<file path="src/rtl/alu_selftest_pkg.sv">
// Shared definitions for the 4-bit add/sub unit self-test.
//   NUM_VECTORS / VEC_W : size and width of the exhaustive vector space {A,B,Ctrl}
//   ERR_W               : width of the mismatch counter (holds up to NUM_VECTORS)
//   state_e             : sweep controller state encoding
//   addsub_expected()   : golden {C0,S} for one vector
package alu_selftest_pkg;

    localparam int NUM_VECTORS = 512;
    localparam int VEC_W       = 9;
    localparam int ERR_W       = 10;

    localparam logic [VEC_W-1:0] LAST_VEC = VEC_W'(NUM_VECTORS - 1);

    typedef enum logic [2:0] {
        ST_IDLE  = 3'd0,
        ST_DRIVE = 3'd1,
        ST_WAIT  = 3'd2,
        ST_CHECK = 3'd3,
        ST_DONE  = 3'd4
    } state_e;

    // Subtract is A + ~B + 1, so C0 is the raw carry-out: 1 means no borrow.
    function automatic logic [4:0] addsub_expected(input logic       ctrl,
                                                   input logic [3:0] a,
                                                   input logic [3:0] b);
        return {1'b0, a} + {1'b0, b ^ {4{ctrl}}} + {4'd0, ctrl};
    endfunction

endpackage

</file>
<file path="src/rtl/alu_selftest_addsub4b_model.sv">
// Combinational golden model of the 4-bit add/sub unit.
//   ctrl : 0 add, 1 subtract
//   a, b : operands
//   c0   : raw carry-out
//   s    : 4-bit sum/difference
module addsub4b_model
    import alu_selftest_pkg::*;
(
    input  logic       ctrl,
    input  logic [3:0] a,
    input  logic [3:0] b,
    output logic       c0,
    output logic [3:0] s
);

    assign {c0, s} = addsub_expected(ctrl, a, b);

endmodule

</file>
<file path="src/rtl/alu_selftest.sv">
// Exhaustive self-test controller for an external 4-bit add/sub unit.
// Sweeps every {A,B,Ctrl} vector, waits SETTLE cycles, compares the unit's
// response against the golden model and records the error count and the
// first failing vector.
//   clk, rst            : clock, synchronous active-high reset
//   start               : begin a sweep (accepted in IDLE or DONE only)
//   dut_ctrl/dut_a/dut_b: vector driven to the unit
//   dut_s/dut_c0        : unit response
//   busy, done, pass    : sweep status
//   err_count           : mismatches in the current/last sweep
//   fail_valid/fail_vec/fail_got : first mismatch record
//
// state    | meaning
// ---------+-----------------------------------------------------
// ST_IDLE  | after reset, waiting for start
// ST_DRIVE | vector just applied to the unit (1 cycle)
// ST_WAIT  | settle time, SETTLE cycles via down-counter
// ST_CHECK | compare response with golden model (1 cycle)
// ST_DONE  | sweep finished, results held, waiting for start
module alu_selftest
    import alu_selftest_pkg::*;
#(
    parameter int SETTLE = 1
) (
    input  logic             clk,
    input  logic             rst,
    input  logic             start,
    output logic             dut_ctrl,
    output logic [3:0]       dut_a,
    output logic [3:0]       dut_b,
    input  logic [3:0]       dut_s,
    input  logic             dut_c0,
    output logic             busy,
    output logic             done,
    output logic             pass,
    output logic [ERR_W-1:0] err_count,
    output logic             fail_valid,
    output logic [VEC_W-1:0] fail_vec,
    output logic [4:0]       fail_got
);

    // Counter reload so that WAIT lasts exactly SETTLE cycles (terminal count 0).
    localparam logic [3:0] WAIT_LOAD = (SETTLE > 0) ? 4'(SETTLE - 1) : 4'd0;

    state_e           state_q,      state_d;
    logic [VEC_W-1:0] vec_q,        vec_d;
    logic [3:0]       wait_cnt_q,   wait_cnt_d;
    logic [ERR_W-1:0] err_count_q,  err_count_d;
    logic             fail_valid_q, fail_valid_d;
    logic [VEC_W-1:0] fail_vec_q,   fail_vec_d;
    logic [4:0]       fail_got_q,   fail_got_d;
    logic             pass_q,       pass_d;

    logic       exp_c0;
    logic [3:0] exp_s;
    logic       mismatch;

    addsub4b_model u_model (
        .ctrl (vec_q[0]),
        .a    (vec_q[8:5]),
        .b    (vec_q[4:1]),
        .c0   (exp_c0),
        .s    (exp_s)
    );

    assign mismatch = ({dut_c0, dut_s} != {exp_c0, exp_s});

    always_comb begin
        state_d      = state_q;
        vec_d        = vec_q;
        wait_cnt_d   = wait_cnt_q;
        err_count_d  = err_count_q;
        fail_valid_d = fail_valid_q;
        fail_vec_d   = fail_vec_q;
        fail_got_d   = fail_got_q;
        pass_d       = pass_q;

        case (state_q)
            ST_IDLE, ST_DONE: begin
                if (start) begin
                    state_d      = ST_DRIVE;
                    vec_d        = '0;
                    err_count_d  = '0;
                    fail_valid_d = 1'b0;
                    fail_vec_d   = '0;
                    fail_got_d   = '0;
                    pass_d       = 1'b0;
                end
            end
            ST_DRIVE: begin
                if (SETTLE == 0) begin
                    state_d = ST_CHECK;
                end else begin
                    state_d    = ST_WAIT;
                    wait_cnt_d = WAIT_LOAD;
                end
            end
            ST_WAIT: begin
                if (wait_cnt_q == 4'd0) begin
                    state_d = ST_CHECK;
                end else begin
                    wait_cnt_d = wait_cnt_q - 4'd1;
                end
            end
            ST_CHECK: begin
                if (mismatch) begin
                    err_count_d = err_count_q + 1'b1;
                    if (!fail_valid_q) begin
                        fail_valid_d = 1'b1;
                        fail_vec_d   = vec_q;
                        fail_got_d   = {dut_c0, dut_s};
                    end
                end
                if (vec_q == LAST_VEC) begin
                    state_d = ST_DONE;
                    // Uses this cycle's count so a failure on the last vector counts.
                    pass_d  = (err_count_d == '0);
                end else begin
                    state_d = ST_DRIVE;
                    vec_d   = vec_q + 1'b1;
                end
            end
            default: state_d = ST_IDLE;
        endcase
    end

    always_ff @(posedge clk) begin
        if (rst) begin
            state_q      <= ST_IDLE;
            vec_q        <= '0;
            wait_cnt_q   <= '0;
            err_count_q  <= '0;
            fail_valid_q <= 1'b0;
            fail_vec_q   <= '0;
            fail_got_q   <= '0;
            pass_q       <= 1'b0;
        end else begin
            state_q      <= state_d;
            vec_q        <= vec_d;
            wait_cnt_q   <= wait_cnt_d;
            err_count_q  <= err_count_d;
            fail_valid_q <= fail_valid_d;
            fail_vec_q   <= fail_vec_d;
            fail_got_q   <= fail_got_d;
            pass_q       <= pass_d;
        end
    end

    assign dut_ctrl   = vec_q[0];
    assign dut_b      = vec_q[4:1];
    assign dut_a      = vec_q[8:5];
    assign busy       = (state_q == ST_DRIVE) || (state_q == ST_WAIT) || (state_q == ST_CHECK);
    assign done       = (state_q == ST_DONE);
    assign pass       = pass_q;
    assign err_count  = err_count_q;
    assign fail_valid = fail_valid_q;
    assign fail_vec   = fail_vec_q;
    assign fail_got   = fail_got_q;

endmodule

</file>
<file path="config.mk">
export PLATFORM = sky130hd
export DESIGN_NAME = alu_selftest
export DESIGN_NICKNAME = d
export VERILOG_FILES = /design/src/rtl/alu_selftest_pkg.sv /design/src/rtl/alu_selftest_addsub4b_model.sv /design/src/rtl/alu_selftest.sv
export SDC_FILE = /design/constraint.sdc
export NUM_CORES = 1
export LEC_CHECK = 0
export ABC_CLOCK_PERIOD_IN_PS = 2900
export BUFFER_PORTS_ARGS = -buffer_cell sky130_fd_sc_hd__buf_2
export CAP_MARGIN = 10
export CORE_ASPECT_RATIO = 1.1
export CORE_UTILIZATION = 28
export CTS_CLUSTER_DIAMETER = 80
export CTS_CLUSTER_SIZE = 25
export DETAILED_ROUTE_END_ITERATION = 8
export GPL_TIMING_DRIVEN = 0
export HOLD_SLACK_MARGIN = 0.06
export PLACE_DENSITY_LB_ADDON = 0.05
export SLEW_MARGIN = 15
export SYNTH_ARGS = -nofsm -noshare
export SYNTH_HDL_FRONTEND = slang
export SYNTH_SLANG_ARGS = --single-unit
</file>
<file path="constraint.sdc">
create_clock -name clk -period 2.9 [get_ports clk]
set_input_delay 0.58 -clock clk [delete_from_list [all_inputs] [get_ports clk]]
set_output_delay 0.58 -clock clk [all_outputs]
set_load 0.1 [all_outputs]
</file>
# Word level (Yosys, flattened, before mapping)
# Cells that the tools add are included.
# word_totals
in_bits,8
output_inout_bits,37
latch_bits,0
n_memories,0
wordCells,67
rom_bits,0
mem_bits_rw,0
regBits,42
# classes
n_bitwise,1
reduce_logical,15
div_mod_pow,0
order_cmp,0
muxes,25
n_eq_ne,13
add_sub_neg,5
mul,0
n_shift,0
# ops
cell,n
2-to-1 mux 9 bit,4
case mux 9 bit (2 select lines),2
2-to-1 mux 10 bit,3
case mux 10 bit (2 select lines),1
2-to-1 mux 5 bit,3
"!= test 2 bit, second input constant",7
case mux 3 bit (4 select lines),1
"adder 10 x 1 -> 10 bit, second input constant",1
zero test 10 bit,1
case mux 5 bit (2 select lines),1
"adder 9 x 1 -> 9 bit, second input constant",1
"equality test 9 bit, second input constant",1
2-to-1 mux 3 bit,3
AND reduction 3 bit,3
case mux 4 bit (2 select lines),1
"equality test 3 x 2 -> 1 bit, second input constant",2
AND reduction 2 bit,3
adder 4 x 4 -> 5 bit,1
adder 5 x 1 -> 5 bit,1
!= test 5 bit,1
zero test 4 bit,1
2-to-1 mux 4 bit,1
case mux 1 bit (2 select lines),2
AND reduction 4 bit,1
other kinds (9),13

# Longest topological paths before layout
# Gate-level depths: netlist of run 1.
# depth
depth_word,9
depth_mapped,13
depth_no_buf,10

# Hierarchy
# Synthesis of run 1 repeated with hierarchy kept, for this count alone.
# unflattened
cells_unflattened,281
hier_area_um2,2313.5
# by_module_without_submodules
mod,area_each_um2,n_inst,seq_area_each_um2,cells_per_inst
alu_selftest,2127.0,1,840.8,261
addsub4b_model,186.4,1,0.0,20

# Worst setup path after synthesis of run 1
# No wires, ideal clock.
# synth_path
kind,reg-to-reg
start,register vec_q[0]
end,"register fail_got_q[4], in the netlist fail_got[4]"
path_buffers,3
setup_ps,132
path_stages_with_launch,14
required_time_ps,2768
synth_period_minus_slack_ps,3452
path_slack_ps,-552
arrival_ps,3320
path_cell_list,dfxtp_1 > buf_4 > xor2_1 > inv_1 > fa_1 > nand3b_1 > nand2_1 > xor2_1 > nor3_2 > or3_1 > buf_2 > buf_4 > nand3_1 > a21oi_1
# synth_between
elab_chain_cells,6
# synth_rtl
item,line_no,rtl
from (decl),alu_selftest.sv:46,"logic [VEC_W-1:0] vec_q, vec_d;"
from (signal assigned),alu_selftest.sv:139,vec_q <= vec_d;
bitwise XOR 4 bit,alu_selftest_pkg.sv:26,"return {1'b0, a} + {1'b0, b ^ {4{ctrl}}} + {4'd0, ctrl};"
adder 4 x 4 -> 5 bit,alu_selftest_pkg.sv:26,
adder 5 x 1 -> 5 bit *,alu_selftest_pkg.sv:26,
!= test 5 bit *,alu_selftest.sv:66,"assign mismatch = ({dut_c0, dut_s} != {exp_c0, exp_s});"
!= test 2 bit (no line) *,n/a,
AND reduction 4 bit (no line) *,n/a,
to (signal assigned),alu_selftest.sv:144,fail_got_q <= fail_got_d;
to (decl),alu_selftest.sv:51,"logic [4:0] fail_got_q, fail_got_d;"
# Every way passes the cells marked *; elsewhere a longest branch is shown, timed or not.
# A chain may end at the register's enable or synchronous reset.

# Worst setup path in the final report of run 1
# layout_path
start,register vec_q[0]
end,"register pass_q, in the netlist pass"
# layout_between
elab_chain_cells,9
word_cells_on_any_way,12
classes_between,2 x add/sub; 3 x eq/ne; 4 x mux; 1 x bitwise; 2 x reduce/logical
# layout_rtl
item,line_no,rtl
bitwise XOR 4 bit,alu_selftest_pkg.sv:26,
adder 4 x 4 -> 5 bit,alu_selftest_pkg.sv:26,
adder 5 x 1 -> 5 bit,alu_selftest_pkg.sv:26,
!= test 5 bit,alu_selftest.sv:66,
2-to-1 mux 10 bit,alu_selftest.sv:106,if (mismatch) begin
2-to-1 mux 10 bit,alu_selftest.sv:78,case (state_q)
zero test 10 bit,alu_selftest.sv:117,pass_d = (err_count_d == '0);
2-to-1 mux 1 bit,alu_selftest.sv:114,if (vec_q == LAST_VEC) begin
case mux 1 bit (2 select lines),alu_selftest.sv:78,
to (signal assigned),alu_selftest.sv:145,pass_q <= pass_d;
to (decl),alu_selftest.sv:52,"logic pass_q, pass_d;"
# Parallel ways exist; a longest one is shown, timed or not. The select of a mux whose other input is x is not followed.

==> reports/metrics.cfg, run 1 <==
[synthesis]
net_count_of_the_mapped_netlist=304
synth_top_area_frac=0.364
synth_async_sr_flop_share=0
synth_area_leaders=dfxtp_1 36%, a21oi_1 7.2%, nand2_1 6.0%
synth.lib_cells_used.distinct=49
synth_enable_flop_cells=0
synthesis.area_um2=2310
postSynthRegisterBits=42
postSynthCellCount=288
syn_area_per_cell_um2=8.02
yosysSeqAreaShare=0.364
yosys_warnings=0
synth_top_area_cell=dfxtp_1
synthFlopType=dfxtp_1

[worst_setup_path]
setup.reg_to_reg.worst_slack_ns=0.21
worstRegToRegCells=10
path_max_fanout=10
end_kind=flop
worstSetupStartpointType=flop
worst-endpoint-required_ns=3.14
worst-setup-path-type=reg -> reg
worst-endpoint-arrival_ns=2.93
setup.worst_path.start=vec_q[0]
timing.rr.end=pass
rr_startpoint=vec_q[0]

[die]
floorplan.io_pins=45
die_w_um=88.6
floorplan.die.height_um=97.2
rows=34
start_util=0.290
floorplan.die_area_um2=8610
core_area_um2=7960

[routing]
routed_wire_length_per_instance_um=14.9
vias=2191
drtPass1Iterations=4
detail_route.drc_violations=0
wirelength_mm=6.70
detail-route-antenna-nets=0
detail_route.iter0.violations=65
viasPerCell=4.88

[cts]
cts_tree=done
htree_levels=2
tritoncts.num_buffers=5
clk_transition_reported_paths_ns=0.09
latest_clock_arrival_within_the_worst_skew_pair_ns=0.30
cts_max_path_buffers=2
cts-root-buf=clkbuf_8
clock_sinks=42
postCtsHoldBufs=0

[timing]
max_freq_mhz=371
worstMarginPinSlew_ns=0.613
setup-tns-final_ns=0
fin_worst_skew_ns=0.0115
maxSlewHeadroom=0.591
setup_viol=0
hold_ws_ns=0.448
finalHoldViolations=0
report.final.slew_viol_count=0
min_period_ns=2.69
grt_setup_unrepaired=false
min_period_over_period=0.929

[global_routing]
first_pass_grt_wire_length_mm=10.8
maximum_number_of_pins_on_one_net_before_global_route_repair=15
grt_use_total=0.166
antenna_violations_before_repair=0
grt_overflow=0
grt_pass1_vias=2082

[finish]
final_net_count=356
fillers=869
drive_above_1_share=0.255
antenna_cells_inserted=0
flow.area_growth_from_synthesis_pct=23.5

[power_and_ir_drop]
power_density_nw_per_um2=442
worst_ir_drop_vdd_mv=0.223
standby_leakage_power_nw=1.14

[min_path]
timing.hold.worst.start=pass
number_of_instances_on_the_worst_hold_path=2
hold_class=reg -> reg
min_to=pass

[outcome]
run_status=finished clean

[placed_design]
finalWeightedCongestion=0.779
io_buffers=43
detailed_place_hpwl_mm=4.92

[run]
maxCapViolations=0

[cell type report]
type / instances / area [µm²] / area share
buffer: 13 / 62.6 / 0.0219
clock buffer: 5 / 68.8 / 0.0241
clock inverter: 3 / 21.3 / 0.00746
inverter: 5 / 18.8 / 0.00658
multi-input combinational: 225 / 1420 / 0.500
sequential: 42 / 855 / 0.300
tap: 108 / 135 / 0.0474
timing repair buffer: 48 / 265 / 0.0931
[how the worst max path moves through the flow]
stage	depth (start not counted)	slack, ns	end
2_1_floorplan	9	0.02	pass
4_1_cts	10	0.004	pass
5_1_grt	9	0.03	err_count[4]
3_3_place_gp	12	0.03	fail_vec[5]
3_5_place_dp	12	0.0006	fail_vec[4]
6_report	10	0.21	pass
[sequential cells by signal, summed over array words and instances (netlist names)]
name        flops
fail_got        5
err_count      10
pass            1
state_q         3
wait_cnt_q      4
vec_q           9
fail_valid      1
fail_vec        9
[critical path: stages (launching register included)]
cell and delay (ns):
dfxtp_4 0.39, buf_12 0.13, mux2i_2 0.22, fa_1 0.47, xor2_1 0.17, nand3_2 0.20
or3_1 0.46, buf_6 0.17, a311oi_2 0.20, o22ai_1 0.12, o21ai_1 0.11
[layer usage]
layer / up-vias / global-route usage / share of wire
li1: 1110 / - / -
met1: 1035 / 0.210 / 0.45
met2: 44 / 0.282 / 0.50
met3: 2 / 0.0331 / 0.040
met4: 0 / 0.0459 / 0.0063
met5: - / 0 / 0
[what timing repair did]
action / CTS / global route
pin swaps: 0 / 3
setup endpoints to repair: 10 / 19
gates resized for setup: 2 / 5
buffers inserted: 0 / 5
[cells in the final DEF, fill, tap and decap left out, types with 7 or more instances in the layout]
cell / count
nand2_1: 36
o21ai_0: 9
xnor2_1: 9
clkbuf_1: 9
a21oi_1: 33
nand3_1: 18
buf_2: 45
nor2_1: 30
ha_1: 7
dfxtp_1: 35
xor2_1: 9
[synthesized netlist by cell type (7+ instances only)]
| master | number |
|---|---|
| dfxtp_1 | 42 |
| nand2_1 | 37 |
| a21oi_1 | 33 |
| nor2_1 | 30 |
| nand3_1 | 18 |
| clkbuf_1 | 11 |
| xor2_1 | 11 |
| o21ai_0 | 9 |
| xnor2_1 | 9 |
| ha_1 | 7 |
[per-stage QoR]
| step | setup slack, ns | utilization | instances | power (mW) | instance area [µm²] |
|---|---|---|---|---|---|
| floorplan | 0.0169 | - | 288 | 0.803 | 2330 |
| finish | 0.206 | 0.358 | 449 | 1.26 | 2850 |
| global route | 0.0252 | 0.358 | 449 | 1.33 | 2850 |
| global placement | 0.0262 | 0.337 | 439 | 0.862 | 2680 |
| CTS | 0.00429 | 0.350 | 447 | 1.28 | 2790 |
| detailed placement | 0.000573 | 0.337 | 439 | 0.863 | 2680 |
[power breakdown]
part           leakage [nW]  switching, mW  internal, mW
sequential            0.343         0.0175         0.592
clock                0.0441          0.235         0.170
combinational         0.752          0.173        0.0713
total                  1.14          0.425         0.834
[kinds of logic after synthesis]
kind of cell | count (synthesis) | share of synthesized area
flops | 42 | 0.364
fa+ha+maj | 8 | 0.0466
mux | 6 | 0.0266
buf+inv | 21 | 0.0417
compound gates | 63 | 0.164
simple gates | 126 | 0.267
xor+xnor | 22 | 0.0900
(Power assumes the default switching activity.)
==> inputs of run 2 (changes only) <==
--- a/config.mk
+++ b/config.mk
@@ -5,7 +5,7 @@
 export SDC_FILE = /design/constraint.sdc
 export NUM_CORES = 1
 export LEC_CHECK = 0
-export ABC_CLOCK_PERIOD_IN_PS = 2900
+export ABC_CLOCK_PERIOD_IN_PS = 3400
 export BUFFER_PORTS_ARGS = -buffer_cell sky130_fd_sc_hd__buf_2
 export CAP_MARGIN = 10
 export CORE_ASPECT_RATIO = 1.1
==> constraint.sdc (replaced) <==
create_clock -name clk -period 3.4 [get_ports clk]
set_input_delay 0.68 -clock clk [delete_from_list [all_inputs] [get_ports clk]]
set_output_delay 0.68 -clock clk [all_outputs]
set_load 0.1 [all_outputs]
==> reports/metrics.cfg, run 2 (synthesized netlist as in run 1, its figures left out) <==
[global_routing]
first_pass_grt_wire_length_mm=11.0  ; +1.8%
grt_use_total=0.166  ; +0.000262
maximum_number_of_pins_on_one_net_before_global_route_repair=15  ; unchanged
grt_pass1_vias=2104  ; +1.1%
grt_overflow=0  ; unchanged
antenna_violations_before_repair=0  ; unchanged

[routing]
viasPerCell=4.82  ; -1.3%
wirelength_mm=6.66  ; -0.63%
detail-route-antenna-nets=0  ; unchanged
vias=2153  ; -1.7%
detail_route.drc_violations=0  ; unchanged
routed_wire_length_per_instance_um=14.9  ; -0.18%
drtPass1Iterations=4  ; unchanged
detail_route.iter0.violations=52  ; -20%

[cts]
tritoncts.num_buffers=5  ; unchanged
cts_max_path_buffers=2  ; unchanged
cts_tree=done
latest_clock_arrival_within_the_worst_skew_pair_ns=0.30  ; about the same
htree_levels=2  ; unchanged
post_cts_resize_count=0  ; -2
cts_setup_buffers=0  ; unchanged
clk_transition_reported_paths_ns=0.09  ; about the same
clock_sinks=42  ; unchanged
cts-root-buf=clkbuf_8
postCtsHoldBufs=0  ; unchanged

[timing]
fin_worst_skew_ns=0.00490  ; -0.00663 ns
maxSlewHeadroom=0.598  ; +0.00621
setup_viol=0  ; unchanged
worstMarginPinSlew_ns=0.604  ; -0.00932 ns
finalHoldViolations=0  ; unchanged
setup-tns-final_ns=0  ; unchanged
report.final.slew_viol_count=0  ; unchanged
final.setup.worst_slack_ns=0.431  ; +0.225 ns
min_period_ns=2.97  ; +0.275 ns
max_freq_mhz=337  ; -9.3%
grt_setup_unrepaired=false
min_period_over_period=0.873  ; -0.0557

[power_and_ir_drop]
seq_power_share=0.490  ; +0.005
power_switching_mw=0.355  ; -16%
power_frac_clock=0.322  ; about the same
p_int_mw=0.708  ; -15%
worst_ir_drop_vdd_mv=0.176  ; -21%
power.switching_fraction=0.334  ; -0.00382
combinationalPowerShare=0.188  ; -0.006
power_density_nw_per_um2=387  ; -12%
standby_leakage_power_nw=1.10  ; -3.1%

[finish]
flow.area_growth_from_synthesis_pct=19.1
regArea_um2=842  ; -1.5%
mostFrequentLayoutCells=45 x buf_2, 41 x dfxtp_1, 37 x nand2_1
antenna_cells_inserted=0  ; unchanged
final_util=0.346  ; -0.0126
fillers=906  ; +4.3%
multi_input_area_um2=1370  ; -3.7%
largest_register_ffs=10  ; unchanged
final_net_count=354  ; -0.56%
most_frequent_standard_cell_in_the_layout_excluding_fill_and_tap_cells=buf_2
fin_area_um2=2750  ; -3.5%
drive_above_1_share=0.212  ; -0.0427

[die]
core_area_um2=7960  ; unchanged
floorplan.die_area_um2=8610  ; unchanged
rows=34  ; unchanged
start_util=0.290  ; unchanged
floorplan.io_pins=45  ; unchanged
floorplan.die.height_um=97.2  ; unchanged
die_w_um=88.6  ; unchanged

[worst_setup_path]
worst-endpoint-arrival_ns=3.14  ; +0.21 ns
end_kind=flop
worst-setup-path-type=reg -> reg
worst-endpoint-required_ns=3.57  ; +0.43 ns
path_max_fanout=10  ; unchanged
worstSetupStartpointType=flop

[placed_design]
io_buffers=43  ; unchanged
placed_cell_area_um2=2660  ; -0.75%
preCtsSetupSlack_ns=0.450  ; +0.450 ns
detailed_place_hpwl_mm=4.92  ; about the same
finalWeightedCongestion=0.815  ; +4.7%

[min_path]
hold_class=reg -> reg

[outcome]
run_status=finished clean

[run]
maxCapViolations=0  ; unchanged

==> run 2: cell types whose count changed in the layout (fill, tap and decap cells not counted), moves of 2 or more <==
cell / change
dfxtp_2: -4
dfxtp_1: +6
dfxtp_4: -2
xor2_1: +2
buf_4: -3
clkbuf_1: +2
==> run 2: layout make-up <==
type,instances,share of cell area
Multi-Input combinational cell,225,0.499
Sequential cell,42,0.306
Timing Repair Buffer,43,0.0783
Tap cell,108,0.0491
Buffer,16,0.0282
Clock buffer,5,0.0250
Clock inverter,3,0.00773
Inverter,5,0.00682
==> run 2: routing by layer <==
metal / share of wire / track usage / vias to the layer above
met5: 0 / 0 / -
met4: 0.012 / 0.0471 / 0
met3: 0.031 / 0.0289 / 6
met2: 0.50 / 0.279 / 38
met1: 0.46 / 0.215 / 1005
li1: - / - / 1104
==> run 2: power groups by stage <==
stage	registers, mW	clock network, mW	logic [mW]
2_1_floorplan	0.554	0	0.132
3_3_place_gp	0.532	0	0.204
3_5_place_dp	0.533	0	0.203
4_1_cts	0.521	0.359	0.204
5_1_grt	0.524	0.382	0.220
6_report	0.521	0.342	0.200
==> run 2: path summary, 6_finish.rpt <==
path | endpoint | depth (start not counted) | start | slack [ns]
worst max-delay path | fail_vec[8] | 13 | vec_q[0] | 0.43
worst min register to register | pass | 2 | pass | 0.47
worst min-delay path | pass | 2 | pass | 0.47
worst max register to register | fail_vec[8] | 13 | vec_q[0] | 0.43
==> run 2: worst max-delay path, cell delays in order (launching register included) <==
cell	delay, ns
dfxtp_2	0.35
buf_4	0.17
xor2_1	0.20
inv_1	0.08
fa_1	0.43
nand3b_1	0.17
nand2_1	0.07
xor2_1	0.38
nor3_2	0.16
or3_1	0.33
buf_2	0.16
buf_4	0.17
nand3_1	0.09
a21oi_1	0.07
==> run 2: metrics by stage <==
stage	std cells	power (mW)	hold slack, ns
after floorplan	288	0.686	0.480
after global placement	439	0.736	0.442
after detailed placement	439	0.736	0.460
after CTS	447	1.08	0.473
after global routing	447	1.13	0.497
final	447	1.06	0.469
==> inputs of run 3 (changes only) <==
--- a/config.mk
+++ b/config.mk
@@ -15,7 +15,7 @@
 export DETAILED_ROUTE_END_ITERATION = 8
 export GPL_TIMING_DRIVEN = 0
 export HOLD_SLACK_MARGIN = 0.06
-export PLACE_DENSITY_LB_ADDON = 0.05
+export PLACE_DENSITY = 0.52
 export SLEW_MARGIN = 15
 export SYNTH_ARGS = -nofsm -noshare
 export SYNTH_HDL_FRONTEND = slang
==> constraint.sdc (replaced) <==
create_clock -name clk -period 3.4 [get_ports clk]
set_input_delay 0.68 -clock clk [delete_from_list [all_inputs] [get_ports clk]]
set_output_delay 0.68 -clock clk [all_outputs]
set_load 0.005 [all_outputs]
==> reports/metrics.cfg, run 3 (synthesized netlist as in run 1, its figures left out) <==
[power_and_ir_drop]
worst_ir_drop_vdd_mv=0.159  ; -9.9%
power.switching_fraction=0.281  ; -0.0524
power_density_nw_per_um2=368  ; -4.8%
power_switching_mw=0.285  ; -20%
p_int_mw=0.728  ; +2.7%
standby_leakage_power_nw=1.11  ; +0.33%
seq_power_share=0.514  ; +0.024
combinationalPowerShare=0.152  ; -0.036
power_frac_clock=0.334  ; +0.012

[routing]
vias=2199  ; +2.1%
detail_route.drc_violations=0  ; unchanged
viasPerCell=4.92  ; +2.1%
wirelength_mm=6.29  ; -5.6%
detail-route-antenna-nets=0  ; unchanged
drtPass1Iterations=4  ; unchanged
routed_wire_length_per_instance_um=14.1  ; -5.6%
detail_route.iter0.violations=81  ; +56%

[die]
rows=34  ; unchanged
floorplan.die.height_um=97.2  ; unchanged
start_util=0.290  ; unchanged
core_area_um2=7960  ; unchanged
die_w_um=88.6  ; unchanged
floorplan.die_area_um2=8610  ; unchanged
floorplan.io_pins=45  ; unchanged

[timing]
grt_setup_unrepaired=false
hold_ws_ns=0.470  ; +0.000901 ns
setup-tns-final_ns=0  ; unchanged
report.final.slew_viol_count=0  ; unchanged
max_freq_mhz=335  ; -0.67%
final.setup.worst_slack_ns=0.411  ; -0.0199 ns
setup_viol=0  ; unchanged
min_period_over_period=0.879  ; +0.00586
min_period_ns=2.99  ; +0.0199 ns
worstMarginPinSlew_ns=0.562  ; -0.0417 ns
fin_worst_skew_ns=0.00612  ; +0.00122 ns
maxSlewHeadroom=0.625  ; +0.0278
finalHoldViolations=0  ; unchanged

[worst_setup_path]
worst-setup-path-type=reg -> reg
setup.reg_to_reg.worst_slack_ns=0.41  ; -0.02 ns
timing.rr.end=fail_vec[2]
worst-endpoint-required_ns=3.56  ; about the same
end_kind=flop
worstRegToRegCells=13  ; unchanged
path_max_fanout=10  ; unchanged
rr_startpoint=vec_q[0]
worstSetupStartpointType=flop
setup.worst_path.start=vec_q[0]
crit_end=fail_vec[2]
worst-endpoint-arrival_ns=3.15  ; about the same

[min_path]
hold_class=reg -> reg

[placed_design]
io_buffers=43  ; unchanged
finalWeightedCongestion=0.840  ; +3.0%
total_instance_count_after_detailed_placement=439  ; unchanged
preCtsSetupSlack_ns=0.413  ; -0.0373 ns
detailed_place_hpwl_mm=4.69  ; -4.5%

[cts]
post_cts_resize_count=0  ; unchanged
cts_tree=done
cts_setup_buffers=0  ; unchanged
htree_levels=2  ; unchanged
cts-root-buf=clkbuf_8
tritoncts.num_buffers=5  ; unchanged
clock_sinks=42  ; unchanged
latest_clock_arrival_within_the_worst_skew_pair_ns=0.30  ; about the same
cts_max_path_buffers=2  ; unchanged
clk_transition_reported_paths_ns=0.08  ; about the same
postCtsHoldBufs=0  ; unchanged

[finish]
largest_register_ffs=10  ; unchanged
drive_above_1_share=0.206  ; -0.00590
multi_input_area_um2=1370  ; unchanged
regArea_um2=841  ; -0.15%
final_net_count=354  ; unchanged
fin_cells=447  ; unchanged
antenna_cells_inserted=0  ; unchanged
flow.area_growth_from_synthesis_pct=19.1  ; unchanged
final_util=0.346  ; unchanged
mostFrequentLayoutCells=45 x buf_2, 42 x dfxtp_1, 37 x nand2_1
most_frequent_standard_cell_in_the_layout_excluding_fill_and_tap_cells=buf_2
fillers=900  ; -0.66%

[outcome]
run_status=finished clean

[global_routing]
grt_pass1_vias=2163  ; +2.8%
first_pass_grt_wire_length_mm=10.6  ; -3.4%
maximum_number_of_pins_on_one_net_before_global_route_repair=13  ; -2
grt_overflow=0  ; unchanged
antenna_violations_before_repair=0  ; unchanged
grt_use_total=0.158  ; -0.00840

[run]
maxCapViolations=0  ; unchanged

-- run 3: cell types whose count changed in the layout (fill, tap and decap cells not counted), sizes merged --
| cell | previous run | this run |
|---|---|---|
| clkinvlp | 1 | 0 |
| clkinv | 2 | 1 |
| clkbuf | 16 | 18 |
-- run 3: layout make-up --
type / instances / area share
Buffer: 16 / 0.0282
Clock buffer: 7 / 0.0314
Clock inverter: 1 / 0.00182
Inverter: 5 / 0.00682
Multi-Input combinational cell: 225 / 0.499
Sequential cell: 42 / 0.306
Tap cell: 108 / 0.0491
Timing Repair Buffer: 43 / 0.0783
-- run 3: metal layers --
metal | vias up | global-route usage | wire, µm
li1 | 1103 | - | -
met1 | 1039 | 0.198 | 2910
met2 | 49 | 0.268 | 3030
met3 | 8 | 0.0348 | 277
met4 | 0 | 0.0422 | 74
met5 | - | 0 | 0
-- run 3: how the worst min path moves through the flow --
stage                            from          end  cells after the start
after floorplan                  pass         pass                      2
after global placement    fail_vec[1]  fail_vec[1]                      2
after detailed placement  fail_vec[5]  fail_vec[5]                      2
after CTS                 fail_vec[7]  fail_vec[7]                      2
after global routing      fail_vec[5]  fail_vec[5]                      2
final                     fail_vec[7]  fail_vec[7]                      2
-- run 3: power by group through the flow --
stage	Combinational, mW	Clock, mW	Sequential [mW]
5_1_grt	0.178	0.374	0.524
2_1_floorplan	0.113	0	0.529
4_1_cts	0.156	0.356	0.521
3_5_place_dp	0.155	0	0.533
3_3_place_gp	0.154	0	0.532
6_report	0.154	0.338	0.521
-- run 3: through the flow --
stage,cell area [µm²],power [mW]
2_1_floorplan,2310,0.642
5_1_grt,2750,1.08
3_5_place_dp,2660,0.688
6_report,2750,1.01
3_3_place_gp,2660,0.687
4_1_cts,2750,1.03
-- run 3: critical path: stages, from the launching register on --
cell      delay [ns]
dfxtp_1         0.37
buf_4           0.18
xor2_1          0.19
inv_1           0.08
fa_1            0.43
nand3b_1        0.17
nand2_1         0.08
xor2_1          0.37
nor3_2          0.15
or3_1           0.33
buf_2           0.16
buf_4           0.17
nand3_1         0.08
a21oi_1         0.07
